## src/rtl/alu_operand_join.sv

```systemverilog
// Operand join stage ahead of the ALU: two small operand FIFOs feed one registered
// valid/ready pair. Operand A may be held as a reused constant across fires.
module alu_operand_join #(
  parameter int WIDTH = 32,
  parameter int DEPTH = 2
) (
  input  logic             clk,
  input  logic             reset,
  input  logic [WIDTH-1:0] a_data,
  input  logic             a_valid,
  output logic             a_ready,
  input  logic [WIDTH-1:0] b_data,
  input  logic             b_valid,
  output logic             b_ready,
  input  logic             cfg_a_const,
  output logic [WIDTH-1:0] out_a,
  output logic [WIDTH-1:0] out_b,
  output logic             out_valid,
  input  logic             out_ready
);
  // Handshake: a beat transfers on the rising edge where valid && ready are both high;
  // a sender holds data and valid until that edge, and ready never depends on valid.
  localparam int PW = $clog2(DEPTH);
  localparam int CW = PW + 1;
  localparam logic [CW-1:0] FULL = CW'(DEPTH);

  logic [WIDTH-1:0] mem_a_q [DEPTH];
  logic [WIDTH-1:0] mem_a_d [DEPTH];
  logic [WIDTH-1:0] mem_b_q [DEPTH];
  logic [WIDTH-1:0] mem_b_d [DEPTH];
  logic [PW-1:0]    wr_a_q, wr_a_d, rd_a_q, rd_a_d;
  logic [PW-1:0]    wr_b_q, wr_b_d, rd_b_q, rd_b_d;
  logic [CW-1:0]    count_a_q, count_a_d, count_b_q, count_b_d;
  logic [WIDTH-1:0] out_a_q, out_a_d, out_b_q, out_b_d;
  logic             out_valid_q, out_valid_d;
  logic             push_a, push_b, pop_a, pop_b, fire;

  // Ready is derived from registered counts only, so out_ready never reaches it.
  assign a_ready   = (count_a_q != FULL);
  assign b_ready   = (count_b_q != FULL);
  assign out_a     = out_a_q;
  assign out_b     = out_b_q;
  assign out_valid = out_valid_q;

  always_comb begin
    push_a = a_valid && a_ready;
    push_b = b_valid && b_ready;
    fire   = (count_a_q != '0) && (count_b_q != '0) && (!out_valid_q || out_ready);
    pop_a  = fire && !cfg_a_const;
    pop_b  = fire;

    mem_a_d = mem_a_q;
    mem_b_d = mem_b_q;
    if (push_a) mem_a_d[wr_a_q] = a_data;
    if (push_b) mem_b_d[wr_b_q] = b_data;

    wr_a_d = push_a ? wr_a_q + PW'(1) : wr_a_q;
    wr_b_d = push_b ? wr_b_q + PW'(1) : wr_b_q;
    rd_a_d = pop_a  ? rd_a_q + PW'(1) : rd_a_q;
    rd_b_d = pop_b  ? rd_b_q + PW'(1) : rd_b_q;

    count_a_d = count_a_q + CW'(push_a) - CW'(pop_a);
    count_b_d = count_b_q + CW'(push_b) - CW'(pop_b);

    out_a_d     = out_a_q;
    out_b_d     = out_b_q;
    out_valid_d = out_valid_q;
    if (fire) begin
      out_a_d     = mem_a_q[rd_a_q];
      out_b_d     = mem_b_q[rd_b_q];
      out_valid_d = 1'b1;
    end else if (out_ready) begin
      out_valid_d = 1'b0;
    end
  end

  always_ff @(posedge clk or posedge reset) begin
    if (reset) begin
      for (int i = 0; i < DEPTH; i++) begin
        mem_a_q[i] <= '0;
        mem_b_q[i] <= '0;
      end
      wr_a_q      <= '0;
      wr_b_q      <= '0;
      rd_a_q      <= '0;
      rd_b_q      <= '0;
      count_a_q   <= '0;
      count_b_q   <= '0;
      out_a_q     <= '0;
      out_b_q     <= '0;
      out_valid_q <= 1'b0;
    end else begin
      mem_a_q     <= mem_a_d;
      mem_b_q     <= mem_b_d;
      wr_a_q      <= wr_a_d;
      wr_b_q      <= wr_b_d;
      rd_a_q      <= rd_a_d;
      rd_b_q      <= rd_b_d;
      count_a_q   <= count_a_d;
      count_b_q   <= count_b_d;
      out_a_q     <= out_a_d;
      out_b_q     <= out_b_d;
      out_valid_q <= out_valid_d;
    end
  end
endmodule

```

## config.mk

```make
export PLATFORM = sky130hd
export DESIGN_NAME = alu_operand_join
export DESIGN_NICKNAME = d
export VERILOG_FILES = /design/src/rtl/alu_operand_join.sv
export SDC_FILE = /design/constraint.sdc
export NUM_CORES = 1
export LEC_CHECK = 0
export ABC_AREA = 1
export CORE_AREA = 10 10 178 180
export DETAILED_ROUTE_END_ITERATION = 12
export DIE_AREA = 0 0 188 190
export SLEW_MARGIN = 20
export SYNTH_ARGS = -nofsm -noshare
export SYNTH_HDL_FRONTEND = slang
export SYNTH_SLANG_ARGS = --single-unit
```

## constraint.sdc

```tcl
create_clock -name clk -period 15.5 [get_ports clk]
set_input_delay 4.65 -clock clk [delete_from_list [all_inputs] [get_ports clk]]
set_output_delay 4.65 -clock clk [all_outputs]
set_load 0.02 [all_outputs]
```

* After elaboration in Yosys (flattened, before gate mapping) *
Cells that the tools add are included.

word-level totals
  register bits after elaboration = 201
  logic and storage cells = 60

operators by class
  add/sub/neg operators = 8
  order comparisons = 6
  equality and inequality tests = 2
  mux-type cells = 14
  bitwise gates (word level) = 4
  reduce and logical (&&, ||, !) cells = 13

operators by type and width
  cell                   count
  $mux W32               8
  $bwmux W64             2
  $demux W32 S1          2
  $ge A2 B2 Y1 const B   4
  $not A1 Y2             4
  $logic_and A1 B1 Y1    7
  $reduce_bool A2 Y1     3
  $add A1 B1 Y1 const B  4
  $add A2 B1 Y2          2
  $lt A2 B1 Y1 const B   2
  $ne A2 B2 Y1 const B   2
  $sub A2 B1 Y2          2
  $logic_not A1 Y1       2
  $mux W1                2
  $logic_or A1 B1 Y1     1

* Logic depth before layout (Yosys ltp) *
Gate-level depths: netlist (run 1).

  word-level depth = 6
  depth in mapped cells = 9
  depth with buffers taken out = 8

* Worst setup path before layout (run 1) *
Ideal clock, no wire load.

  path kind = input to register
  start point = input port out_ready
  end point = register count_b_q[1]
  library setup time = 0.123 ns
  data arrival time = 5.705 ns
  data required time = 15.377 ns
  setup slack = 9.672 ns
  cell stages on the path = 9
  buffers on the path = 1
  path through = inv_1 -> nand2_1 -> nand2_2 -> buf_2 -> inv_2 -> ha_1 -> inv_1 -> ha_1 -> xnor2_1

on the way
  longest elaborated chain between the ends = 3

RTL lines
  element                 RTL line  text
  start: declaration      19        input logic out_ready
  $logic_or A1 B1 Y1      48        fire = (count_a_q != '0) && (count_b_q != '0) && (!out_valid_q || out_ready);
  $logic_and A1 B1 Y1     48
  named net fire          36        logic push_a, push_b, pop_a, pop_b, fire;
  $sub A2 B1 Y2           63        count_b_d = count_b_q + CW'(push_b) - CW'(pop_b);
  named net count_b_d[1]  33        logic [CW-1:0] count_a_q, count_a_d, count_b_q, count_b_d;
  end signal: assignment  100       count_b_q <= count_b_d;
  end: declaration        33

The timed path passes the listed nets, and every way through them passes these cells.
A chain may end at the register's enable or synchronous reset.

* Worst setup path in the final report (run 1) *
  start point = register count_a_q[1]
  end point = output port a_ready

on the way
  longest elaborated chain between the ends = 1

RTL lines
  element                   RTL line  text
  start: declaration        33
  start signal: assignment  99        count_a_q <= count_a_d;
  $ne A2 B2 Y1              39        assign a_ready = (count_a_q != FULL);
  end: declaration          11        output logic a_ready,

No other way between the ends.

==> flow_summary.toml, run 1 <==
[clocking]
post_cts_resized = 0
clk_latency_ns = 0.51
h-tree-depth = 1
cts_setup_buffers = 0
cts_tree = "done"
clockBufferDepth = 3
cts_buffers = 23
cts_sinks = 201
clk_root_buffer_cell = "clkbuf_16"
path_clk_slew_ns = 0.06
hold_buffers = 0

[logic_synthesis]
syn_inst = 939
synth.most_common_cell = "nand2_1"
synth_seq_area_share_pct = 60.37
yosys.area.top_type = "dfrtp_1"
async_flop_share_pct = 100.0
syn_nets = 1013
synth_area_um2 = 8332
ys_types = 21
ys_seq_elements = 201
synth_area_leaders = "dfrtp_1 (60%), nand2_1 (12%), o21ai_1 (10%), inv_1 (6.1%), a21oi_1 (3.8%)"
synth_warnings = 0
synth_edf_count = 0
synthTopCellsByCount = "nand2_1 (270), dfrtp_1 (201), o21ai_1 (173)"
synth-main-ff-cell = "dfrtp_1"
syn_avg_cell_area_um2 = 8.873
synth_top_area_share_pct = 60.37

[sta]
tightest_slew_ns = 0.9542
whs_ns = 0.4832
relSlewSlack_pct = 36.39
hold_viol = 0
tns_ns = 0
final-setup-viol-count = 0
timing.final.max_slew_violations = 0
rsz0062_at_grt = "false"
period_share_pct = 41.40
skew_ns = 0.01967
period_minus_slack_ns = 6.417
fmax_ghz = 0.1558

[setup_path]
path_cells = "nand2_1 > clkdlybuf4s50_1"
cpLargestDelayFamily = "buffers and inverters"
cp.required_ns = 10.85
critPathLaunchType = "flip-flop"
cp-end-kind = "output port"
worstPathArrival_ns = 1.77
worst-path-buf-inv = 1
critical-path-max-stage-delay_ns = 0.68
critical_path_class = "flip-flop to output port"
cp_max_fo = 4
cp_slowest_cell = "clkdlybuf4s50_1"

[route]
drc = 0
dr.pass1.iters = 4
routedWlPerCell_um = 13.96
wirelength_um = 20330
ant_nets = 0
via_count = 6200
viasPerCell = 4.258
drtIter0Drc = 403

[final_layout]
finalNonFillerCells = 1456
final_nets = 1129
fin_area_um2 = 10700
drive_gt1_share_pct = 4.949
syn_to_final_growth_pct = 28.38

[placed_design]
portBuffers = 136
place_inst = 1413
placed_area_um2 = 9922
dp_hpwl_um = 12580
gp_congestion = 0.7207

[worst_hold_path]
hold_class = "flip-flop to flip-flop"

[floorplan]
start_util_pct = 29.51
core_um2 = 28240
rows = 62
die_x_um = 188
die_y_um = 190
io_pins = 137
fp.dieArea_um2 = 35720

[power]
total_power_mw = 2.335
power_leakage_nw = 5.379
peakVddDrop_v = 0.0001414
p_per_area_nw_per_um2 = 218.3

[grt]
grt_first_pass_wirelength_um = 33930
grtUsageTotal_pct = 11.36
use_met2_pct = 17.41
top_usage_layer = "met2"
grt.overflow.total = 0
use_met1_pct = 15.55
grt_max_degree = 131
gr-usage-met3_pct = 3.295
antenna_found_initial = 2
grt_pass1_vias = 6377

[run]
maxCapViolCount = 0

[run_status]
status = "finished clean"
-- metrics by stage --
stage                     worst slack [ns]  util [%]
after floorplan                      5.368         -
final                                9.083     37.88
after CTS                            9.031     37.77
after detailed placement             8.589     35.14
after global routing                 8.954     37.88
after global placement               8.610     35.14
-- cell type report --
| cell class | instances | area [µm²] |
|---|---|---|
| timing repair buffer | 145 | 1449 |
| tap | 384 | 480.5 |
| fill | 2907 | 17540 |
| multi-input combinational | 545 | 2461 |
| clock inverter | 7 | 67.56 |
| inverter | 139 | 529.3 |
| sequential | 201 | 5030 |
| antenna | 1 | 2.502 |
| clock buffer | 34 | 676.9 |
-- path summary, 6_finish.rpt --
path / to / cells after the start / from / slack, ns
setup / recovery: a_ready / 2 / count_a_q[1]$_DFF_PP0_ / 9.08
hold / removal: mem_b_q[24]$_DFFE_PP0P_ / 2 / mem_b_q[24]$_DFFE_PP0P_ / 0.48
setup reg to reg: out_a[3]$_DFFE_PP0P_ / 7 / count_a_q[1]$_DFF_PP0_ / 13.48
hold reg to reg: mem_b_q[24]$_DFFE_PP0P_ / 2 / mem_b_q[24]$_DFFE_PP0P_ / 0.48
max in group asynchronous: out_a[3]$_DFFE_PP0P_ / 3 / reset / 9.33
min in group asynchronous: mem_a_q[34]$_DFFE_PP0P_ / 2 / reset / 4.72
-- metal layers --
| layer | routed length (µm) | share of wire, % |
|---|---|---|
| met1 | 9752 | 48 |
| met2 | 8953 | 44 |
| met3 | 1331 | 6.5 |
| met4 | 274 | 1.3 |
| met5 | 20 | 0.098 |
-- registers in the layout, summed over array words and instances (netlist names) --
name,cells
wr_b_q,1
mem_b_q,64
mem_a_q,64
out_a,32
rd_b_q,1
count_a_q,2
rd_a_q,1
out_b,32
wr_a_q,1
out_valid,1
count_b_q,2
-- cells in the final DEF (no fill, tap or decap) --
| cell | instances |
|---|---|
| a21oi_1 | 64 |
| buf_16 | 1 |
| buf_4 | 8 |
| bufinv_16 | 1 |
| clkbuf_1 | 5 |
| clkbuf_16 | 23 |
| clkbuf_8 | 6 |
| clkdlybuf4s50_1 | 136 |
| clkinv_2 | 4 |
| clkinv_4 | 1 |
| dfrtp_1 | 201 |
| diode_2 | 1 |
| ha_1 | 4 |
| inv_1 | 135 |
| inv_2 | 3 |
| inv_6 | 1 |
| inv_8 | 1 |
| nand2_1 | 270 |
| nand2_4 | 1 |
| nand3_1 | 2 |
| nand3_2 | 2 |
| nand3b_1 | 2 |
| nand4_1 | 1 |
| nor2_1 | 2 |
| nor2_4 | 1 |
| o21ai_0 | 19 |
| o21ai_1 | 173 |
| xnor2_1 | 4 |
-- kinds of logic (layout without fill, tap and decap cells) --
group	Yosys count	count (layout)	share of synthesized area, %
AND/OR/NAND/NOR	281	281	13.08
AO/OA/AOI/OAI	256	256	15.38
flip-flops	201	201	60.37
buffers and inverters	193	325	10.15
adder cells (fa/ha/maj)	4	4	0.6007
XOR/XNOR	4	4	0.4204
other	0	1	0
-- power breakdown --
group / total, mW / internal (mW) / switching [mW] / leakage [nW]
clock network: 0.533 / 0.318 / 0.214 / 0.371
registers: 0.897 / 0.769 / 0.127 / 2.52
logic: 0.905 / 0.358 / 0.548 / 2.49
total: 2.33 / 1.45 / 0.890 / 5.38
-- tightest hold or removal path, stage by stage (launching register included) --
cell and delay [ns]:
dfrtp_1 0.34, nand2_1 0.05, o21ai_0 0.06
Power figures use the tool's default switching activity.
==> run 2: changes to the inputs <==
==> constraint.sdc (replaced) <==
create_clock -name clk -period 5.8 [get_ports clk]
set_input_delay 1.74 -clock clk [delete_from_list [all_inputs] [get_ports clk]]
set_output_delay 1.74 -clock clk [all_outputs]
set_load 0.02 [all_outputs]
==> run 2 against run 1 <==
- first-iteration DRC count is 19% lower
- utilization is 0.098 points lower
- flip-flop and latch count stayed put
- clock skew is 0.013 ns lower
- setup slack worse by 6.8 ns
- die area stayed put
- critical path depth is 5 higher
- clock power grew to 2.6 times the previous value
- design area is 0.26% lower
- routed wire length is 0.77% lower
- hold slack better by 0.0022 ns
- via count is 0.40% lower
- highest routed layer is now met4
==> flow_summary.toml, run 2 (synthesis results as in run 1) <==
[floorplan]
die_y_um = 190
die_x_um = 188
start_util_pct = 29.51
io_pins = 137
rows = 62
fp.dieArea_um2 = 35720
core_um2 = 28240

[final_layout]
post-route-util_pct = 37.78
final_common_cell = "nand2_1"
fillers = 2947
syn_to_final_growth_pct = 28.05
drive_gt1_share_pct = 4.860
finalNonFillerCells = 1454
fin_area_um2 = 10670
insertedDiodeCount = 0
final_nets = 1129
final_cell_mix = "nand2_1 (270), dfrtp_1 (201), o21ai_1 (173)"
reg.largest.list = "mem_a_q (64), mem_b_q (64)"

[worst_hold_path]
hold_class = "flip-flop to flip-flop"

[grt]
grt_first_pass_wirelength_um = 34000
grtUsageTotal_pct = 11.32
grt_max_degree = 118
grt.overflow.total = 0
grt_pass1_vias = 6343
antenna_found_initial = 1

[sta]
period_share_pct = 60.04
skew_ns = 0.006296
setup_ws_ns = 2.318
tightest_slew_ns = 0.8598
whs_ns = 0.4855
period_minus_slack_ns = 3.482
timing.final.max_slew_violations = 0
fmax_ghz = 0.2872
final-setup-viol-count = 0
relSlewSlack_pct = 42.50
tns_ns = 0
hold_viol = 0
rsz0062_at_grt = "false"

[placed_design]
dp_hpwl_um = 12990
pre_cts_ws_ns = 1.769
gp_congestion = 0.6945
placed_area_um2 = 9938
place_inst = 1414
portBuffers = 136

[route]
drtIter0Drc = 327
ant_nets = 0
wirelength_um = 20170
dr.pass1.iters = 5
viasPerCell = 4.247
via_count = 6175
routedWlPerCell_um = 13.87
drc = 0

[setup_path]
cp_max_fo = 75
critical_path_class = "input port to flip-flop"
critPathLaunchType = "input port"
worstPathArrival_ns = 3.90
cp.required_ns = 6.22
cp-end-kind = "flip-flop"
ff2ff_setup_slack_ns = 3.54

[clocking]
hold_buffers = 0
cts_tree = "done"
clockBufferDepth = 3
cts_buffers = 23
cts_sinks = 201
clk_root_buffer_cell = "clkbuf_16"
post_cts_resized = 0
path_clk_slew_ns = 0.06
clk_latency_ns = 0.49
cts_setup_buffers = 0
h-tree-depth = 1

[power]
total_power_mw = 6.199
p_per_area_nw_per_um2 = 581.0
power_leakage_nw = 5.355
peakVddDrop_v = 0.0002297

[run_status]
status = "finished clean"

[run]
maxCapViolCount = 0
## run 2: critical path, cell delays in order
cell	delay, ns
clkdlybuf4s50_1	0.40
inv_1	0.05
nand2_1	0.17
nand2_4	0.66
buf_4	0.61
nand2_1	0.11
o21ai_1	0.10
## run 2: layout make-up
class / count / area, µm² / area share, %
multi-input combinational: 545 / 2461 / 23.07
inverter: 139 / 525.5 / 4.926
sequential: 201 / 5030 / 47.14
clock buffer: 30 / 621.8 / 5.829
clock inverter: 10 / 108.9 / 1.020
timing repair buffer: 145 / 1441 / 13.51
tap: 384 / 480.5 / 4.503
## run 2: routing by layer
layer  share of wire, %  track usage [%]
met1                 48            15.08
met2                 44            18.04
met3                5.4            3.094
met4                2.0            2.462
met5                  0                0
## run 2: report_power, final
group | leakage, nW | switching, mW | internal, mW | total (mW)
logic | 2.48 | 1.46 | 0.933 | 2.39
registers | 2.52 | 0.343 | 2.06 | 2.40
clock network | 0.356 | 0.565 | 0.844 | 1.41
## run 2: path summary, 6_finish.rpt
| kind | from | depth (start not counted) | endpoint |
|---|---|---|---|
| worst max-delay path | out_ready | 7 | out_b[13]$_DFFE_PP0P_ |
| worst min-delay path | out_b[11]$_DFFE_PP0P_ | 2 | out_b[11]$_DFFE_PP0P_ |
| worst max register to register | count_a_q[1]$_DFF_PP0_ | 6 | out_b[13]$_DFFE_PP0P_ |
| worst min register to register | out_b[11]$_DFFE_PP0P_ | 2 | out_b[11]$_DFFE_PP0P_ |
| max in group asynchronous | reset | 3 | mem_b_q[4]$_DFFE_PP0P_ |
| min in group asynchronous | reset | 2 | mem_a_q[10]$_DFFE_PP0P_ |
